**src/rtl/reg_writeback_arb.sv**
```systemverilog
// Writeback arbiter in front of the register file write port: merges the
// single-cycle pipeline result with buffered MDU results and exports a pending mask.
module reg_writeback_arb #(
  parameter int REG_DATA_WIDTH_POW = 6,
  parameter int REG_MEM_DEPTH_POW  = 5,
  parameter int FIFO_DEPTH         = 2,
  parameter int STARVE_LIMIT       = 4
) (
  input  logic                                clk_in,
  input  logic                                reset,
  input  logic                                pipe_valid,
  input  logic [REG_MEM_DEPTH_POW-1:0]        pipe_rd,
  input  logic [(1<<REG_DATA_WIDTH_POW)-1:0]  pipe_data,
  input  logic                                mdu_valid,
  input  logic [REG_MEM_DEPTH_POW-1:0]        mdu_rd,
  input  logic [(1<<REG_DATA_WIDTH_POW)-1:0]  mdu_data,
  output logic                                mdu_ready,
  output logic                                pipe_stall_out,
  output logic [REG_MEM_DEPTH_POW-1:0]        rd_out,
  output logic [(1<<REG_DATA_WIDTH_POW)-1:0]  data_write_out,
  output logic                                write_en_out,
  output logic [(1<<REG_MEM_DEPTH_POW)-1:0]   pending_mask_out
);
  localparam int DW = 1 << REG_DATA_WIDTH_POW;
  localparam int AW = REG_MEM_DEPTH_POW;
  localparam int NREG = 1 << REG_MEM_DEPTH_POW;
  localparam int PW = (FIFO_DEPTH > 1) ? $clog2(FIFO_DEPTH) : 1;
  localparam int CW = $clog2(FIFO_DEPTH + 1);
  localparam int SW = $clog2(STARVE_LIMIT + 1);

  // MDU handshake: a result transfers on a rising edge where mdu_valid && mdu_ready;
  // mdu_ready depends only on registered occupancy (and reset), never on mdu_valid.
  logic [CW-1:0]   count_q, count_d;
  logic [PW-1:0]   head_q, head_d, tail_q, tail_d;
  logic [SW-1:0]   starve_q, starve_d;
  logic [FIFO_DEPTH-1:0] slot_vld_q, slot_vld_d;
  logic [AW-1:0]   slot_rd_q   [FIFO_DEPTH];
  logic [AW-1:0]   slot_rd_d   [FIFO_DEPTH];
  logic [DW-1:0]   slot_data_q [FIFO_DEPTH];
  logic [DW-1:0]   slot_data_d [FIFO_DEPTH];
  logic            wen_q, wen_d;
  logic [AW-1:0]   rd_q, rd_d;
  logic [DW-1:0]   wdata_q, wdata_d;
  logic            fifo_ne, pipe_live, push, pop;
  logic [NREG-1:0] mask;

  function automatic logic [PW-1:0] ptr_inc(input logic [PW-1:0] p);
    return (p == PW'(FIFO_DEPTH - 1)) ? '0 : p + 1'b1;
  endfunction

  always_comb begin
    fifo_ne        = (count_q != '0);
    pipe_stall_out = (starve_q >= SW'(STARVE_LIMIT));
    mdu_ready      = !reset && (count_q < CW'(FIFO_DEPTH));
    push           = mdu_valid && mdu_ready && (mdu_rd != '0);
    pipe_live      = pipe_valid && (pipe_rd != '0);
    // A forced stall always drains the head; otherwise the head fills idle slots.
    pop            = fifo_ne && (pipe_stall_out || !pipe_live);
  end

  always_comb begin
    wen_d   = 1'b0;
    rd_d    = rd_q;
    wdata_d = wdata_q;
    if (pop) begin
      wen_d   = 1'b1;
      rd_d    = slot_rd_q[head_q];
      wdata_d = slot_data_q[head_q];
    end else if (pipe_live) begin
      wen_d   = 1'b1;
      rd_d    = pipe_rd;
      wdata_d = pipe_data;
    end
  end

  always_comb begin
    slot_vld_d  = slot_vld_q;
    slot_rd_d   = slot_rd_q;
    slot_data_d = slot_data_q;
    head_d      = head_q;
    tail_d      = tail_q;
    if (pop) begin
      slot_vld_d[head_q] = 1'b0;
      head_d             = ptr_inc(head_q);
    end
    if (push) begin
      slot_vld_d[tail_q]  = 1'b1;
      slot_rd_d[tail_q]   = mdu_rd;
      slot_data_d[tail_q] = mdu_data;
      tail_d              = ptr_inc(tail_q);
    end
    case ({push, pop})
      2'b10:   count_d = count_q + 1'b1;
      2'b01:   count_d = count_q - 1'b1;
      default: count_d = count_q;
    endcase
    starve_d = starve_q;
    if (!fifo_ne || pop) begin
      starve_d = '0;
    end else if (starve_q != SW'(STARVE_LIMIT)) begin
      starve_d = starve_q + 1'b1;
    end
  end

  always_comb begin
    mask = '0;
    for (int i = 0; i < FIFO_DEPTH; i++) begin
      if (slot_vld_q[i]) mask[slot_rd_q[i]] = 1'b1;
    end
    if (wen_q) mask[rd_q] = 1'b1;
  end

  always_ff @(posedge clk_in) begin
    if (reset) begin
      count_q    <= '0;
      head_q     <= '0;
      tail_q     <= '0;
      starve_q   <= '0;
      slot_vld_q <= '0;
      wen_q      <= 1'b0;
      rd_q       <= '0;
      wdata_q    <= '0;
    end else begin
      count_q    <= count_d;
      head_q     <= head_d;
      tail_q     <= tail_d;
      starve_q   <= starve_d;
      slot_vld_q <= slot_vld_d;
      wen_q      <= wen_d;
      rd_q       <= rd_d;
      wdata_q    <= wdata_d;
    end
  end

  // Payload storage needs no reset; slot_vld_q qualifies every use.
  always_ff @(posedge clk_in) begin
    slot_rd_q   <= slot_rd_d;
    slot_data_q <= slot_data_d;
  end

  assign write_en_out     = wen_q;
  assign rd_out           = rd_q;
  assign data_write_out   = wdata_q;
  assign pending_mask_out = mask;
endmodule

```
**config.mk**
```make
export PLATFORM = sky130hd
export DESIGN_NAME = reg_writeback_arb
export DESIGN_NICKNAME = d
export VERILOG_FILES = /design/src/rtl/reg_writeback_arb.sv
export SDC_FILE = /design/constraint.sdc
export NUM_CORES = 1
export LEC_CHECK = 0
export ABC_CLOCK_PERIOD_IN_PS = 9000
export CORE_MARGIN = 1
export CORE_UTILIZATION = 50
export DETAILED_ROUTE_END_ITERATION = 6
export PLACE_DENSITY = 0.79
export SLEW_MARGIN = 20
export SYNTH_ARGS = -nofsm -noshare
export SYNTH_HDL_FRONTEND = slang
export SYNTH_SLANG_ARGS = --single-unit
```
**constraint.sdc**
```tcl
create_clock -name clk_in -period 9 [get_ports clk_in]
set_clock_uncertainty 0.05 [all_clocks]
set_input_delay 1.8 -clock clk_in [delete_from_list [all_inputs] [get_ports clk_in]]
set_output_delay 1.8 -clock clk_in [all_outputs]
set_load 0.02 [all_outputs]
```
==> flow_summary.yaml <==
synthesis:
  yosys_warnings: 0
  netlist_top_cells_area: "edfxtp_1 (42%), dfxtp_1 (16%), a2111oi_2 (10%)"
  ys_ff_latch: 217
  synthSimpleGateAreaFrac: 0.138
  synthMuxAreaShare: 0
  yosysSeqAreaShare: 0.583
  synth_compound_area_frac: 0.232
  synthAdderAreaFrac: 0.00382
  yosysTopAreaCell: "edfxtp_1"
  synth_top_family_by_area: "compound AO/OA/AOI/OAI gates"
  syn-num-nets: 971
  synthesis.area_um2: 9830
  avgSynthCellArea_um2: 11.9
  synth_top_cell_area_share: 0.422
  synth_xor_area_frac: 0.00267
  syn_inst: 826
  ys.flop_type: "edfxtp_1"
  synth-edff-count: 138
  async_flop_share: 0
  yosysUniqueCellTypes: 38
worst_setup_path:
  critical_path.max_fanout: 10
  cp.required_ns: 7.15
  critical_path_arrival_ns: 3.31
  path_class: "input port to primary output"
  start_kind: "input port"
  rr_worst_depth: 7
  slowest_delay_ns: 0.66
  critPathSlowestCell: "clkdlybuf4s50_1"
  worstReg2RegStart: "count_q[1]$_SDFFE_PP0P_"
  r2r_slack_ns: 6.27
  cpLargestDelayFamily: "buffers and inverters"
  timing.rr.end: "count_q[1]$_SDFFE_PP0P_"
  crit_chain: "clkdlybuf4s50_1 > nor2_1 > clkdlybuf4s50_1"
  cp-end-kind: "primary output"
  cp_common_cell: "clkdlybuf4s50_1"
  cp_num_buf_inv: 2
grt:
  first_global_vias: 7250
  grt_max_degree: 90
  grt_remaining_overflow: 0
  grt_pass1_wl_mm: 39.6
  antenna_found_initial: 2
  grt_util_all_layers: 0.250
place:
  place.gp.congestion: 0.890
  dp_hpwl_mm: 16.6
  post-place-ws_ns: 3.86
  io_buffers: 245
timing:
  finalSetupViolCount: 0
  finalHoldViolCount: 0
  timing.final.ws_setup_ns: 3.84
  tightest_slew_ns: 1.05
  fin_tns_setup_ns: 0
  period_share: 0.573
  rsz0062_at_grt: "no"
  max_clock_freq_ghz: 0.194
  fin_crit_ns: 5.16
  maxSlewHeadroom: 0.298
  finalMaxSlewViolations: 0
detailed_routing:
  drt_iter0_markers: 538
  wl_per_cell_um: 19.3
  wirelength_mm: 25.3
  viasPerCell: 5.84
  route.detailed.drc: 0
  vias: 7652
  first_pass_iters: 6
  ant_nets: 0
job:
  cap_violations: 0
final_layout:
  fin_nets: 1177
  drive_above_1_share: 0.123
  final_util: 0.694
  n_fill_cell: 1364
  area_delta_synth_final_pct: 33.9
cts:
  cts_num_sinks: 217
  numCtsBuffers: 23
  clk_path_buf_depth: 3
  cts_htree_levels: 1
  clkTransAtPathRegs_ns: 0.06
  cts_tree: "yes"
  cts_resized: 0
  clock_latency_ns: 0.51
  cts_root_buf: "clkbuf_16"
  post_cts_buffers: 0
  cts_hold_buf: 0
die:
  io_pins: 246
  die_x_um: 142
  dieHeight_um: 142
  start_util: 0.518
  num_rows: 50
  dieArea_um2: 20200
  core_region_area_um2: 19000
pwr:
  p_seq_frac: 0.385
  switchingPower_mw: 1.14
  leakage_nw: 4.34
  intPower_mw: 2.20
  fin_total_pwr_mw: 3.33
  powerDensity_nw_per_um2: 253
  pwr-share-comb: 0.324
  vdd_drop_max_v: 0.000186
  swShare: 0.341
  power.share.clock: 0.291
status:
  outcome: "finished, final reports clean"
worst_hold_path:
  holdPathStages: 2
  hp-start: "tail_q$_SDFFE_PP0N_"
  hold_path.class: "flop to flop"
  whs_endpoint: "tail_q$_SDFFE_PP0N_"
==> cell usage in the layout (no fill, tap or decap), drive strengths merged, types with 3 or more instances in the layout <==
cell type	n
a2111oi	69
a21oi	74
a22oi	30
and3	6
and3b	5
buf	12
bufinv	3
clkbuf	26
clkdlybuf4s50	245
clkinv	8
clkinvlp	3
dfxtp	79
edfxtp	138
ha	3
inv	12
nand2	73
nand3	70
nor2	18
nor2b	69
nor3	4
nor3b	11
o31ai	71
or3	3
==> how the worst max path moves through the flow <==
stage | startpoint | to | slack [ns] | depth (start not counted)
detailed placement | reset | mdu_ready | 3.86 | 3
CTS | reset | mdu_ready | 3.85 | 3
floorplan | reset | slot_vld_q[1]$_SDFF_PP0_ | 2.96 | 5
global route | reset | mdu_ready | 3.71 | 3
global placement | reset | mdu_ready | 3.86 | 3
finish | reset | mdu_ready | 3.84 | 3
==> tightest hold or removal path, stage by stage, from the launching register on <==
cell     delay (ns)
dfxtp_1        0.31
nand2_1        0.05
a21oi_1        0.05
==> flip-flops by register name, indices dropped and copies added (netlist names) <==
signal	cells
data_write_out	64
count_q	2
slot_rd_q	10
tail_q	1
slot_data_q	128
slot_vld_q	2
head_q	1
starve_q	3
rd_out	5
write_en_out	1
==> logic make-up (layout without fill, tap and decap cells) <==
kind of cell | count (synthesis) | count (layout)
adder cells (fa/ha/maj) | 3 | 3
AO/OA/AOI/OAI | 254 | 254
other | 0 | 1
flip-flops | 217 | 217
buffers and inverters | 86 | 309
AND/OR/NAND/NOR | 263 | 263
XOR/XNOR | 3 | 3
==> power by group through the flow <==
stage          logic [mW]  clock network [mW]  registers [mW]
6_report             1.08               0.969            1.28
5_1_grt              1.16                1.02            1.30
4_1_cts              1.09               0.981            1.28
3_5_place_dp         1.08                   0            1.30
3_3_place_gp         1.06                   0            1.30
2_1_floorplan       0.582                   0            1.39
==> layer usage <==
layer  GRT usage  part of all wire  vias to the layer above
met4      0.0634             0.021                        2
met2       0.421              0.48                      316
met1       0.327              0.42                     3679
met3      0.0528             0.081                       44
met5           0           0.00067                        -
li1            -                 -                     3611
==> area by class of cell <==
cell class	count	area [µm²]	area share
diodes	1	2.50	0.000190
clock buffers	26	617	0.0469
clock inverters	16	169	0.0128
inverters	10	37.5	0.00285
multi-input cells	523	3730	0.284
flip-flops and latches	217	5730	0.435
well taps	260	325	0.0247
repair buffers	257	2550	0.193
==> cell usage after synthesis (2+ instances only) <==
master / n
a2111oi_0: 2
a2111oi_2: 66
a21oi_1: 74
a222oi_1: 2
a22oi_1: 30
and3_1: 6
and3b_1: 5
buf_2: 15
buf_6: 8
clkbuf_1: 52
dfxtp_1: 79
edfxtp_1: 138
ha_1: 3
inv_1: 10
nand2_1: 73
nand3_1: 70
nor2_1: 18
nor2b_1: 69
nor3_1: 4
nor3b_1: 11
o21ai_0: 2
o31ai_1: 70
or3_1: 2
or4_1: 2
xnor2_1: 2
==> stage by stage <==
step / hold slack, ns / cell area, µm² / instances
finish: 0.411 / 13200 / 1310
global route: 0.440 / 13200 / 1309
CTS: 0.412 / 13200 / 1309
detailed placement: 0.398 / 12400 / 1267
global placement: 0.395 / 12400 / 1267
floorplan: 0.386 / 9830 / 826
Note: power is estimated with default switching activity, not from simulation.
